**src/rtl/cpu_trace_pkg.sv**
```systemverilog
// Shared definitions for the CPU trace serializer: FSM state enum, ASCII
// punctuation constants, record kind encoding and small BCD helpers.
package cpu_trace_pkg;

  typedef enum logic [3:0] {
    IDLE,
    CARET,
    TIME,
    AT,
    PC,
    COLON,
    SP1,
    KIND,
    REG,
    ADDR,
    SP2,
    LT,
    EQ,
    SP3,
    DATA,
    HASH
  } state_t;

  localparam logic [7:0] CH_CARET  = 8'h5E;  // "^"
  localparam logic [7:0] CH_AT     = 8'h40;  // "@"
  localparam logic [7:0] CH_COLON  = 8'h3A;  // ":"
  localparam logic [7:0] CH_DOLLAR = 8'h24;  // "$"
  localparam logic [7:0] CH_STAR   = 8'h2A;  // "*"
  localparam logic [7:0] CH_LT     = 8'h3C;  // "<"
  localparam logic [7:0] CH_EQ     = 8'h3D;  // "="
  localparam logic [7:0] CH_HASH   = 8'h23;  // "#"
  localparam logic [7:0] CH_SPACE  = 8'h20;  // " "

  localparam logic KIND_REG = 1'b0;
  localparam logic KIND_MEM = 1'b1;

  // Index of the most significant non-zero BCD digit (0 when the value is 0,
  // so that a lone "0" is still printed).
  function automatic logic [1:0] bcd_msd(input logic [15:0] t);
    if (t[15:12] != 4'd0)      return 2'd3;
    else if (t[11:8] != 4'd0)  return 2'd2;
    else if (t[7:4] != 4'd0)   return 2'd1;
    else                       return 2'd0;
  endfunction

  // Decimal tens digit of a register number 0..31.
  function automatic logic [3:0] reg_tens(input logic [4:0] r);
    if (r >= 5'd30)      return 4'd3;
    else if (r >= 5'd20) return 4'd2;
    else if (r >= 5'd10) return 4'd1;
    else                 return 4'd0;
  endfunction

  // Decimal ones digit of a register number 0..31.
  function automatic logic [3:0] reg_ones(input logic [4:0] r);
    logic [4:0] rem;
    if (r >= 5'd30)      rem = r - 5'd30;
    else if (r >= 5'd20) rem = r - 5'd20;
    else if (r >= 5'd10) rem = r - 5'd10;
    else                 rem = r;
    return rem[3:0];
  endfunction

endpackage

```
**src/rtl/hex_to_ascii.sv**
```systemverilog
// Combinational nibble to ASCII converter: 0-9 -> "0"-"9", 10-15 -> "a"-"f".
// Also used for BCD digits, which only ever take the 0-9 branch.
module hex_to_ascii (
  input  logic [3:0] nibble,
  output logic [7:0] ascii
);

  // Lowercase hex: "a" is 8'h61, so digits 10..15 are offset by 8'h57.
  assign ascii = (nibble < 4'd10) ? (8'h30 + {4'h0, nibble})
                                  : (8'h57 + {4'h0, nibble});

endmodule

```
**src/rtl/cpu_trace_serializer.sv**
```systemverilog
// Serializes CPU trace records (register or memory writes) into an ASCII
// character stream, one character per clock with no gaps.
// Optional build macro TRACE_COMPACT_EN: drop the three single spaces from
// each record for a denser stream.
module cpu_trace_serializer
  import cpu_trace_pkg::*;
#(
  parameter logic [7:0] IDLE_CHAR = 8'h00
) (
  input  logic        clk,
  input  logic        reset,
  input  logic        in_valid,
  output logic        in_ready,
  input  logic        in_kind,
  input  logic [15:0] in_time,
  input  logic [31:0] in_pc,
  input  logic [4:0]  in_reg,
  input  logic [31:0] in_addr,
  input  logic [31:0] in_data,
  output logic [7:0]  out_char,
  output logic        out_valid
);

`ifdef TRACE_COMPACT_EN
  localparam bit COMPACT = 1'b1;
`else
  localparam bit COMPACT = 1'b0;
`endif

  state_t      state_reg, state_next;
  logic [2:0]  cnt_reg, cnt_next;

  logic        kind_reg;
  logic [15:0] time_reg;
  logic [31:0] pc_reg;
  logic [4:0]  reg_num_reg;
  logic [31:0] addr_reg;
  logic [31:0] data_reg;

  logic        accept;
  logic [3:0]  nibble;
  logic [7:0]  digit_char;

  assign in_ready  = (state_reg == IDLE) || (state_reg == HASH);
  assign out_valid = (state_reg != IDLE);
  assign accept    = in_valid && in_ready;

  // State, digit counter and the record fields captured on acceptance.
  always_ff @(posedge clk) begin
    if (reset) begin
      state_reg   <= IDLE;
      cnt_reg     <= 3'd0;
      kind_reg    <= KIND_REG;
      time_reg    <= 16'd0;
      pc_reg      <= 32'd0;
      reg_num_reg <= 5'd0;
      addr_reg    <= 32'd0;
      data_reg    <= 32'd0;
    end else begin
      state_reg <= state_next;
      cnt_reg   <= cnt_next;
      if (accept) begin
        kind_reg    <= in_kind;
        time_reg    <= in_time;
        pc_reg      <= in_pc;
        reg_num_reg <= in_reg;
        addr_reg    <= in_addr;
        data_reg    <= in_data;
      end
    end
  end

  // Next state; the counter is loaded with the index of the first digit of
  // each numeric field and counts down to 0.
  always_comb begin
    state_next = state_reg;
    cnt_next   = cnt_reg;
    case (state_reg)
      IDLE: begin
        cnt_next = 3'd0;
        if (accept) state_next = CARET;
      end
      CARET: begin
        state_next = TIME;
        cnt_next   = {1'b0, bcd_msd(time_reg)};
      end
      TIME: begin
        if (cnt_reg == 3'd0) state_next = AT;
        else                 cnt_next   = cnt_reg - 3'd1;
      end
      AT: begin
        state_next = PC;
        cnt_next   = 3'd7;
      end
      PC: begin
        if (cnt_reg == 3'd0) state_next = COLON;
        else                 cnt_next   = cnt_reg - 3'd1;
      end
      COLON: state_next = COMPACT ? KIND : SP1;
      SP1:   state_next = KIND;
      KIND: begin
        if (kind_reg == KIND_MEM) begin
          state_next = ADDR;
          cnt_next   = 3'd7;
        end else begin
          state_next = REG;
          cnt_next   = (reg_num_reg >= 5'd10) ? 3'd1 : 3'd0;
        end
      end
      REG, ADDR: begin
        if (cnt_reg == 3'd0) state_next = COMPACT ? LT : SP2;
        else                 cnt_next   = cnt_reg - 3'd1;
      end
      SP2: state_next = LT;
      LT:  state_next = EQ;
      EQ: begin
        state_next = COMPACT ? DATA : SP3;
        cnt_next   = 3'd7;
      end
      SP3: begin
        state_next = DATA;
        cnt_next   = 3'd7;
      end
      DATA: begin
        if (cnt_reg == 3'd0) state_next = HASH;
        else                 cnt_next   = cnt_reg - 3'd1;
      end
      HASH: begin
        cnt_next   = 3'd0;
        state_next = accept ? CARET : IDLE;
      end
      default: begin
        state_next = IDLE;
        cnt_next   = 3'd0;
      end
    endcase
  end

  // Select the nibble of the field currently being printed.
  always_comb begin
    nibble = 4'd0;
    case (state_reg)
      TIME: nibble = time_reg[{cnt_reg[1:0], 2'b00} +: 4];
      PC:   nibble = pc_reg[{cnt_reg, 2'b00} +: 4];
      ADDR: nibble = addr_reg[{cnt_reg, 2'b00} +: 4];
      DATA: nibble = data_reg[{cnt_reg, 2'b00} +: 4];
      REG:  nibble = cnt_reg[0] ? reg_tens(reg_num_reg) : reg_ones(reg_num_reg);
      default: nibble = 4'd0;
    endcase
  end

  hex_to_ascii u_hex_to_ascii (
    .nibble (nibble),
    .ascii  (digit_char)
  );

  // Character produced for the current state.
  always_comb begin
    out_char = IDLE_CHAR;
    case (state_reg)
      CARET:                   out_char = CH_CARET;
      TIME, PC, REG, ADDR, DATA: out_char = digit_char;
      AT:                      out_char = CH_AT;
      COLON:                   out_char = CH_COLON;
      SP1, SP2, SP3:           out_char = CH_SPACE;
      KIND:                    out_char = (kind_reg == KIND_MEM) ? CH_STAR : CH_DOLLAR;
      LT:                      out_char = CH_LT;
      EQ:                      out_char = CH_EQ;
      HASH:                    out_char = CH_HASH;
      default:                 out_char = IDLE_CHAR;
    endcase
  end

endmodule

```
**config.mk**
```make
export PLATFORM = sky130hd
export DESIGN_NAME = cpu_trace_serializer
export DESIGN_NICKNAME = d
export VERILOG_FILES = /design/src/rtl/cpu_trace_pkg.sv /design/src/rtl/hex_to_ascii.sv /design/src/rtl/cpu_trace_serializer.sv
export SDC_FILE = /design/constraint.sdc
export NUM_CORES = 1
export LEC_CHECK = 0
export ABC_AREA = 1
export CELL_PAD_IN_SITES_DETAIL_PLACEMENT = 0
export CELL_PAD_IN_SITES_GLOBAL_PLACEMENT = 1
export CORE_UTILIZATION = 44
export DETAILED_ROUTE_END_ITERATION = 10
export DONT_BUFFER_PORTS = 1
export PLACE_DENSITY_LB_ADDON = 0.12
export SLEW_MARGIN = 20
export SYNTH_ARGS = -nofsm -noshare
export SYNTH_HDL_FRONTEND = slang
export SYNTH_HIERARCHICAL = 1
export SYNTH_SLANG_ARGS = --single-unit
```
**constraint.sdc**
```tcl
create_clock -name clk -period 3.6 [get_ports clk]
set_input_delay 1.08 -clock clk [delete_from_list [all_inputs] [get_ports clk]]
set_output_delay 1.08 -clock clk [all_outputs]
set_load 0.05 [all_outputs]
```
# Yosys cells after proc, flatten, opt, wreduce, memory -nomap -nowiden
# Cells that the tools add are included.
[word_totals]
ff_bits = 125
inputBits = 121
[classes]
eq_ne = 21
order_cmp = 4
n_reduce_logical = 16
n_mux = 26
n_addsub = 6
shift = 4
[op_table]
columns = ["cell", "n"]
rows = [
  ["32-bit by 6-bit indexed part select with 4-bit output", 3],
  ["8-bit case mux with 9 select lines", 1],
  ["4-bit case mux with 15 select lines", 1],
  ["4-bit 2-to-1 mux", 10],
  ["4-bit equality test, second input constant", 8],
  ["4-bit case mux with 5 select lines", 1],
  ["4-bit by 3-bit equality test with 1-bit output, second input constant", 4],
  ["4-bit nonzero test", 4],
  ["16-bit by 5-bit indexed part select with 4-bit output", 1],
  ["3-bit case mux with 5 select lines", 1],
  ["2-bit inequality test, second input constant", 6],
  ["5-bit >= comparator, second input constant", 2],
  ["7-bit by 4-bit adder with 8-bit output, first input constant", 1],
  ["4-bit by 2-bit equality test with 1-bit output, second input constant", 2],
  ["2-bit 2-to-1 mux", 4],
  ["8-bit 2-to-1 mux", 1],
  ["4-bit subtractor, second input constant", 2],
  ["6-bit by 4-bit adder with 7-bit output, first input constant", 1],
  ["3-bit 2-to-1 mux", 2],
  ["3-bit OR reduction", 2],
  ["5-bit by 4-bit >= comparator with 1-bit output, second input constant", 1],
  ["1-bit 2-to-1 mux", 5],
  ["5-bit AND reduction", 1],
  ["5-bit nonzero test", 1],
  ["other kinds (11)", 12],
]

# Depth between registers and ports, before layout
[depth]
word_depth = 9
ltp_mapped = 19
mapped_depth_nobuf = 18

# Hierarchy
# Netlist, hierarchy kept.
[by_module_without_submodules]
columns = ["mod", "area_each_um2", "cells_per_inst", "n_inst"]
rows = [
  ["cpu_trace_serializer", 6103.4, 939, 1],
  ["hex_to_ascii", 141.4, 28, 1],
]

# Least setup slack after synthesis
# No wires, ideal clock.
[synth_path]
path_kind = "register to output"
startpoint = "register state_reg[0]"
endpoint = "output out_char[1]"
path_slack_ns = 0.030
t_arrival_ns = 2.490
stages_incl_launch_ff = 18
required_ns = 2.520
cell_sequence = "dfxtp_1 > nand2_1 > nor2_4 > buf_2 > nand2_1 > nand2_1 > inv_1 > nand3_1 > nand3_1 > nand3_1 > nand3_1 > nand2_1 > inv_2 > ha_1 > nand3b_1 > nand2_1 > nand2_1 > o2111ai_1"
[synth_via]
elab_chain_cells = 5
elab_cells_between_ends = 23
classes_between = "add/sub (2); order compare (1); eq/ne (15); mux (3); reduce/logical (2)"
[synth_rtl]
columns = ["element", "line", "source"]
rows = [
  ["from (decl)", "cpu_trace_serializer.sv:30", "state_t state_reg, state_next;"],
  ["from (signal assigned)", "cpu_trace_serializer.sv:60", "state_reg <= state_next;"],
  ["4-bit equality test, or another cell as far along", "cpu_trace_serializer.sv:142", "case (state_reg)"],
  ["4-bit case mux with 5 select lines (*)", "cpu_trace_serializer.sv:142", ""],
  ["net nibble[1]", "cpu_trace_serializer.sv:41", "logic [3:0] nibble;"],
  ["7-bit by 4-bit adder with 8-bit output, or another cell as far along", "hex_to_ascii.sv:10", ": (8'h57 + {4'h0, nibble});"],
  ["8-bit 2-to-1 mux (*)", "hex_to_ascii.sv:9", "assign ascii = (nibble < 4'd10) ? (8'h30 + {4'h0, nibble})"],
  ["net digit_char[1]", "cpu_trace_serializer.sv:42", "logic [7:0] digit_char;"],
  ["8-bit case mux with 9 select lines (*)", "cpu_trace_serializer.sv:160", "case (state_reg)"],
  ["to (decl)", "cpu_trace_serializer.sv:20", "output logic [7:0] out_char,"],
]
# The timed path passes the listed nets; every way through them passes the cells marked *.

# Final worst setup path
[layout_path]
startpoint = "register reg_num_reg[1]"
endpoint = "output out_char[2]"
[layout_via]
elab_chain_cells = 9
elab_cells_between_ends = 19
classes_between = "add/sub (5); order compare (4); mux (10)"
[layout_rtl]
columns = ["element", "line", "source"]
rows = [
  ["from (decl)", "cpu_trace_serializer.sv:36", "logic [4:0] reg_num_reg;"],
  ["from (signal assigned)", "cpu_trace_serializer.sv:66", "reg_num_reg <= in_reg;"],
  ["4-bit subtractor / 5-bit by 4-bit >= comparator with 1-bit output (equally long branches)", "cpu_trace_pkg.sv:59", "else if (r >= 5'd10) rem = r - 5'd10;"],
  ["4-bit 2-to-1 mux", "cpu_trace_pkg.sv:59", ""],
  ["4-bit 2-to-1 mux", "cpu_trace_pkg.sv:58", "else if (r >= 5'd20) rem = r - 5'd20;"],
  ["4-bit 2-to-1 mux", "cpu_trace_pkg.sv:57", "if (r >= 5'd30) rem = r - 5'd30;"],
  ["4-bit 2-to-1 mux (*)", "cpu_trace_serializer.sv:147", "REG: nibble = cnt_reg[0] ? reg_tens(reg_num_reg) : reg_ones(reg_num_reg);"],
  ["4-bit case mux with 5 select lines (*)", "cpu_trace_serializer.sv:142", ""],
  ["net nibble[1]", "cpu_trace_serializer.sv:41", ""],
  ["7-bit by 4-bit adder with 8-bit output, or another cell as far along", "hex_to_ascii.sv:10", ""],
  ["8-bit 2-to-1 mux (*)", "hex_to_ascii.sv:9", ""],
  ["net digit_char[2]", "cpu_trace_serializer.sv:42", ""],
  ["8-bit case mux with 9 select lines (*)", "cpu_trace_serializer.sv:160", ""],
]
# Marks and branches as above.

==> flow_metrics.tcl <==
set metrics [dict create \
    die_w_um 121 \
    depth_of_the_cts_h_tree 4 \
    leakage_nw 3.53 \
    antenna_violating_nets_post_route 0 \
    grtUsageTotal_pct 27.7 \
    totalNegativeSetupSlack_ps -1140 \
    final_cell_mix "nor2_1 (238), nand2_1 (154), dfxtp_1 (120)" \
    syn_area_per_cell_um2 6.46 \
    failed_checks "setup timing" \
    via_count 6311 \
    post_route_clock_period_utilization_pct 107 \
    final-hold-violation-count 0 \
    route.detailed.vias_per_inst 5.29 \
    setup.worst_path.end_class "output pin" \
    dieHeight_um 121 \
    replace_congestion 0.851 \
    worstReg2RegEnd "pc_reg[27]$_SDFFE_PP0P_" \
    detailedRoute.firstPassIterationCount 5 \
    net_total_in_the_final_layout 1130 \
    critPathSlowestCell "dfxtp_2" \
    worst_hold_startpoint "addr_reg[27]$_SDFFE_PP0P_" \
    synth_warn 6 \
    core_area_mm2 0.0139 \
    dp_hpwl_mm 14.2 \
    critPathMaxStageDelay_ps 320 \
    crit_family "simple AND/OR/NAND/NOR gates" \
    setup_slack_ps -247 \
    die-area_mm2 0.0147 \
    clock_latency_ps 420 \
    synth_mux_area_share_pct 0 \
    hold_wc_path_type "reg2reg" \
    postSynthNetCount 1096 \
    area.growth.synth_to_final_pct 25.0 \
    reg2reg_slack_ps 900 \
    critical_path_peak_fanout 4 \
    grt_setup_unrepaired "yes" \
    fillerInstances 1383 \
    synth_sequential_area_ratio_pct 40.1 \
    relative_slew_slack_pct 40.9 \
    finalCriticalPeriod_ps 3850 \
    power_density_mw_per_mm2 838 \
    outcome "complete, but fails checks" \
    antennaDiodeCount 0 \
    slew_viol_final 0 \
    finish.cell_count_without_fillers 1194 \
    drcViolationCount 0 \
    cts.sink_count 125 \
    grt_max_degree 92 \
    synth-seq-cells 125 \
    max_slew.worst_pin.slew_ps 884 \
    critical_path_buf_inv_count 3 \
    synth-main-ff-cell "dfxtp_1" \
    cts-root-buf "clkbuf_16" \
    post_synth_fa_ha_maj_area_fraction_pct 1.60 \
    synth_compound_area_share_pct 16.5 \
    critPathKind "reg2out" \
    combinational_family_with_the_most_area_after_synthesis "simple AND/OR/NAND/NOR gates" \
    max-vdd-ir-drop_mv 0.406 \
    worst_r2r_path_depth 11 \
    numPortBuffers 0 \
    clockBufferDepth 2 \
    drive_above_1_share_pct 18.5 \
    share_of_synthesized_registers_carrying_an_async_set_or_reset_pct 0 \
    postSynthCellCount 967 \
    syn_area_mm2 0.00624 \
    boundaryPins 131 \
    global_route.overflow_total 0 \
    critPathLaunchType "flop" \
    first_pass_grt_wire_length_mm 30.5 \
    synthDistinctLibCells 32 \
    whs_path_depth 2 \
    critical-path-top-cell-by-count "nand2_1" \
    cts_tree "yes" \
    min_to "addr_reg[27]$_SDFFE_PP0P_" \
    wire_per_inst_um 16.5 \
    vias_in_the_first_global_route 5899 \
    synth_simple_gate_area_share_pct 32.9 \
    layout_commonest_cell "nor2_1" \
    post_synth_xor_area_fraction_pct 0.140 \
    dpl.cell_count 1144 \
    drt_iter0_drc 351 \
    rr_startpoint "state_reg[0]$_SDFFE_PP0P_" \
    clock-skew-final_ps 7.76 \
    floorplan.rows 43 \
    clock.fmax_ghz 0.260 \
    clk_pin_slew_worst_setup_hold_paths_ps 60 \
    floorplan.initialDensity_pct 45.0 \
    number_of_endpoints_failing_setup_at_the_final_stage 6 \
    cts_inserted_buffers 17 \
    max-cap-violations 0 \
    cp.required_ps 2520 \
    synth_enable_flop_cells 0 \
    antenna_found_initial 0 \
    timing.critical_path.arrival_ps 2770 \
    crit_chain "buf_4 > ha_1 > nand3_2 > nand3_4 > nand2_4 > nand2_1 > nand2_1 > nand3_1 > a22oi_2 > nand2_2 > inv_2 > ha_4 > nand4_1 > nand2_1 > nand2_1 > o211ai_1 > clkbuf_16" \
    detail_route.wirelength_mm 19.7 \
]
per-stage QoR:
stage | area (µm²) | worst slack [ps] | power, mW | hold WS, ps | utilization [%]
4_1_cts | 7590 | -301 | 6.49 | 460 | 54.7
5_1_grt | 7810 | -405 | 6.98 | 484 | 56.2
6_report | 7810 | -247 | 6.54 | 461 | 56.2
3_5_place_dp | 6690 | -229 | 4.64 | 452 | 48.2
2_1_floorplan | 6240 | 30.4 | 3.77 | 430 | -
3_3_place_gp | 6690 | -166 | 4.61 | 448 | 48.2
what timing repair did:
item,in CTS,in global routing
gates cloned,2,1
hold endpoints to repair,0,0
pin swaps,14,16
resized for setup,58,40
hold buffers,0,0
setup buffers,10,5
endpoints found under the setup margin,6,6
worst max-delay path by stage:
| stage | slack, ps | start | endpoint | cells past startpoint |
|---|---|---|---|---|
| 6_report | -250 | reg_num_reg[1]$_SDFFE_PP0P_ | out_char[2] | 17 |
| 5_1_grt | -400 | state_reg[0]$_SDFFE_PP0P_ | out_char[1] | 18 |
| 4_1_cts | -300 | state_reg[2]$_SDFFE_PP0P_ | out_char[1] | 19 |
| 3_5_place_dp | -230 | state_reg[2]$_SDFFE_PP0P_ | out_char[1] | 17 |
| 3_3_place_gp | -170 | state_reg[2]$_SDFFE_PP0P_ | out_char[1] | 17 |
| 2_1_floorplan | 30 | state_reg[0]$_SDFFE_PP0P_ | out_char[1] | 17 |
final cells by class:
class,instances,area [µm²],share of cell area [%]
Tap cell,180,225,2.89
Multi-Input combinational cell,719,3480,44.5
Timing Repair Buffer,71,736,9.42
Clock buffer,18,429,5.50
Clock inverter,14,159,2.04
Sequential cell,125,2520,32.3
Inverter,67,262,3.35
synthesized netlist by cell type (3+ instances only):
cell type / n / area [µm²]
ha_1: 8 / 100
nor2_2: 5 / 31.3
nand2_1: 181 / 679
nand2_2: 4 / 25.0
buf_6: 4 / 45.0
buf_4: 5 / 37.5
o211ai_1: 3 / 22.5
buf_1: 5 / 18.8
nor2_4: 3 / 33.8
nand4_1: 3 / 18.8
o21ai_1: 34 / 170
o21ai_0: 101 / 505
dfxtp_1: 125 / 2500
nand3_1: 68 / 340
clkbuf_1: 24 / 90.1
nor2_1: 240 / 901
inv_2: 7 / 26.3
buf_2: 19 / 95.1
inv_1: 60 / 225
a21oi_1: 49 / 245
kinds of logic after synthesis:
group / Yosys count
adder cells (fa/ha/maj): 8
other: 2
XOR/XNOR: 1
flip-flops: 125
AO/OA/AOI/OAI: 199
AND/OR/NAND/NOR: 508
buffers and inverters: 124
where the power goes:
group          leakage [nW]  switching, mW  internal (mW)  total, mW
logic                  2.22           1.73          0.990       2.72
registers              1.03          0.291           1.82       2.11
clock network         0.276          0.679           1.03       1.71
layer usage:
metal	vias up	part of all wire, %	wire length [µm]	global-route usage [%]
met5	-	0	0	0
met4	0	2.1	420	9.95
met3	29	4.3	857	5.69
met2	154	51	10100	48.4
met1	2948	43	8380	33.4
li1	3180	-	-	-
worst min-delay path: cells and delay by family, from the launching register on:
kind	cells	cell delay [ps]
compound gates	1	60
buf+inv	1	60
flops	1	290
Note: power is estimated with default switching activity, not from simulation.
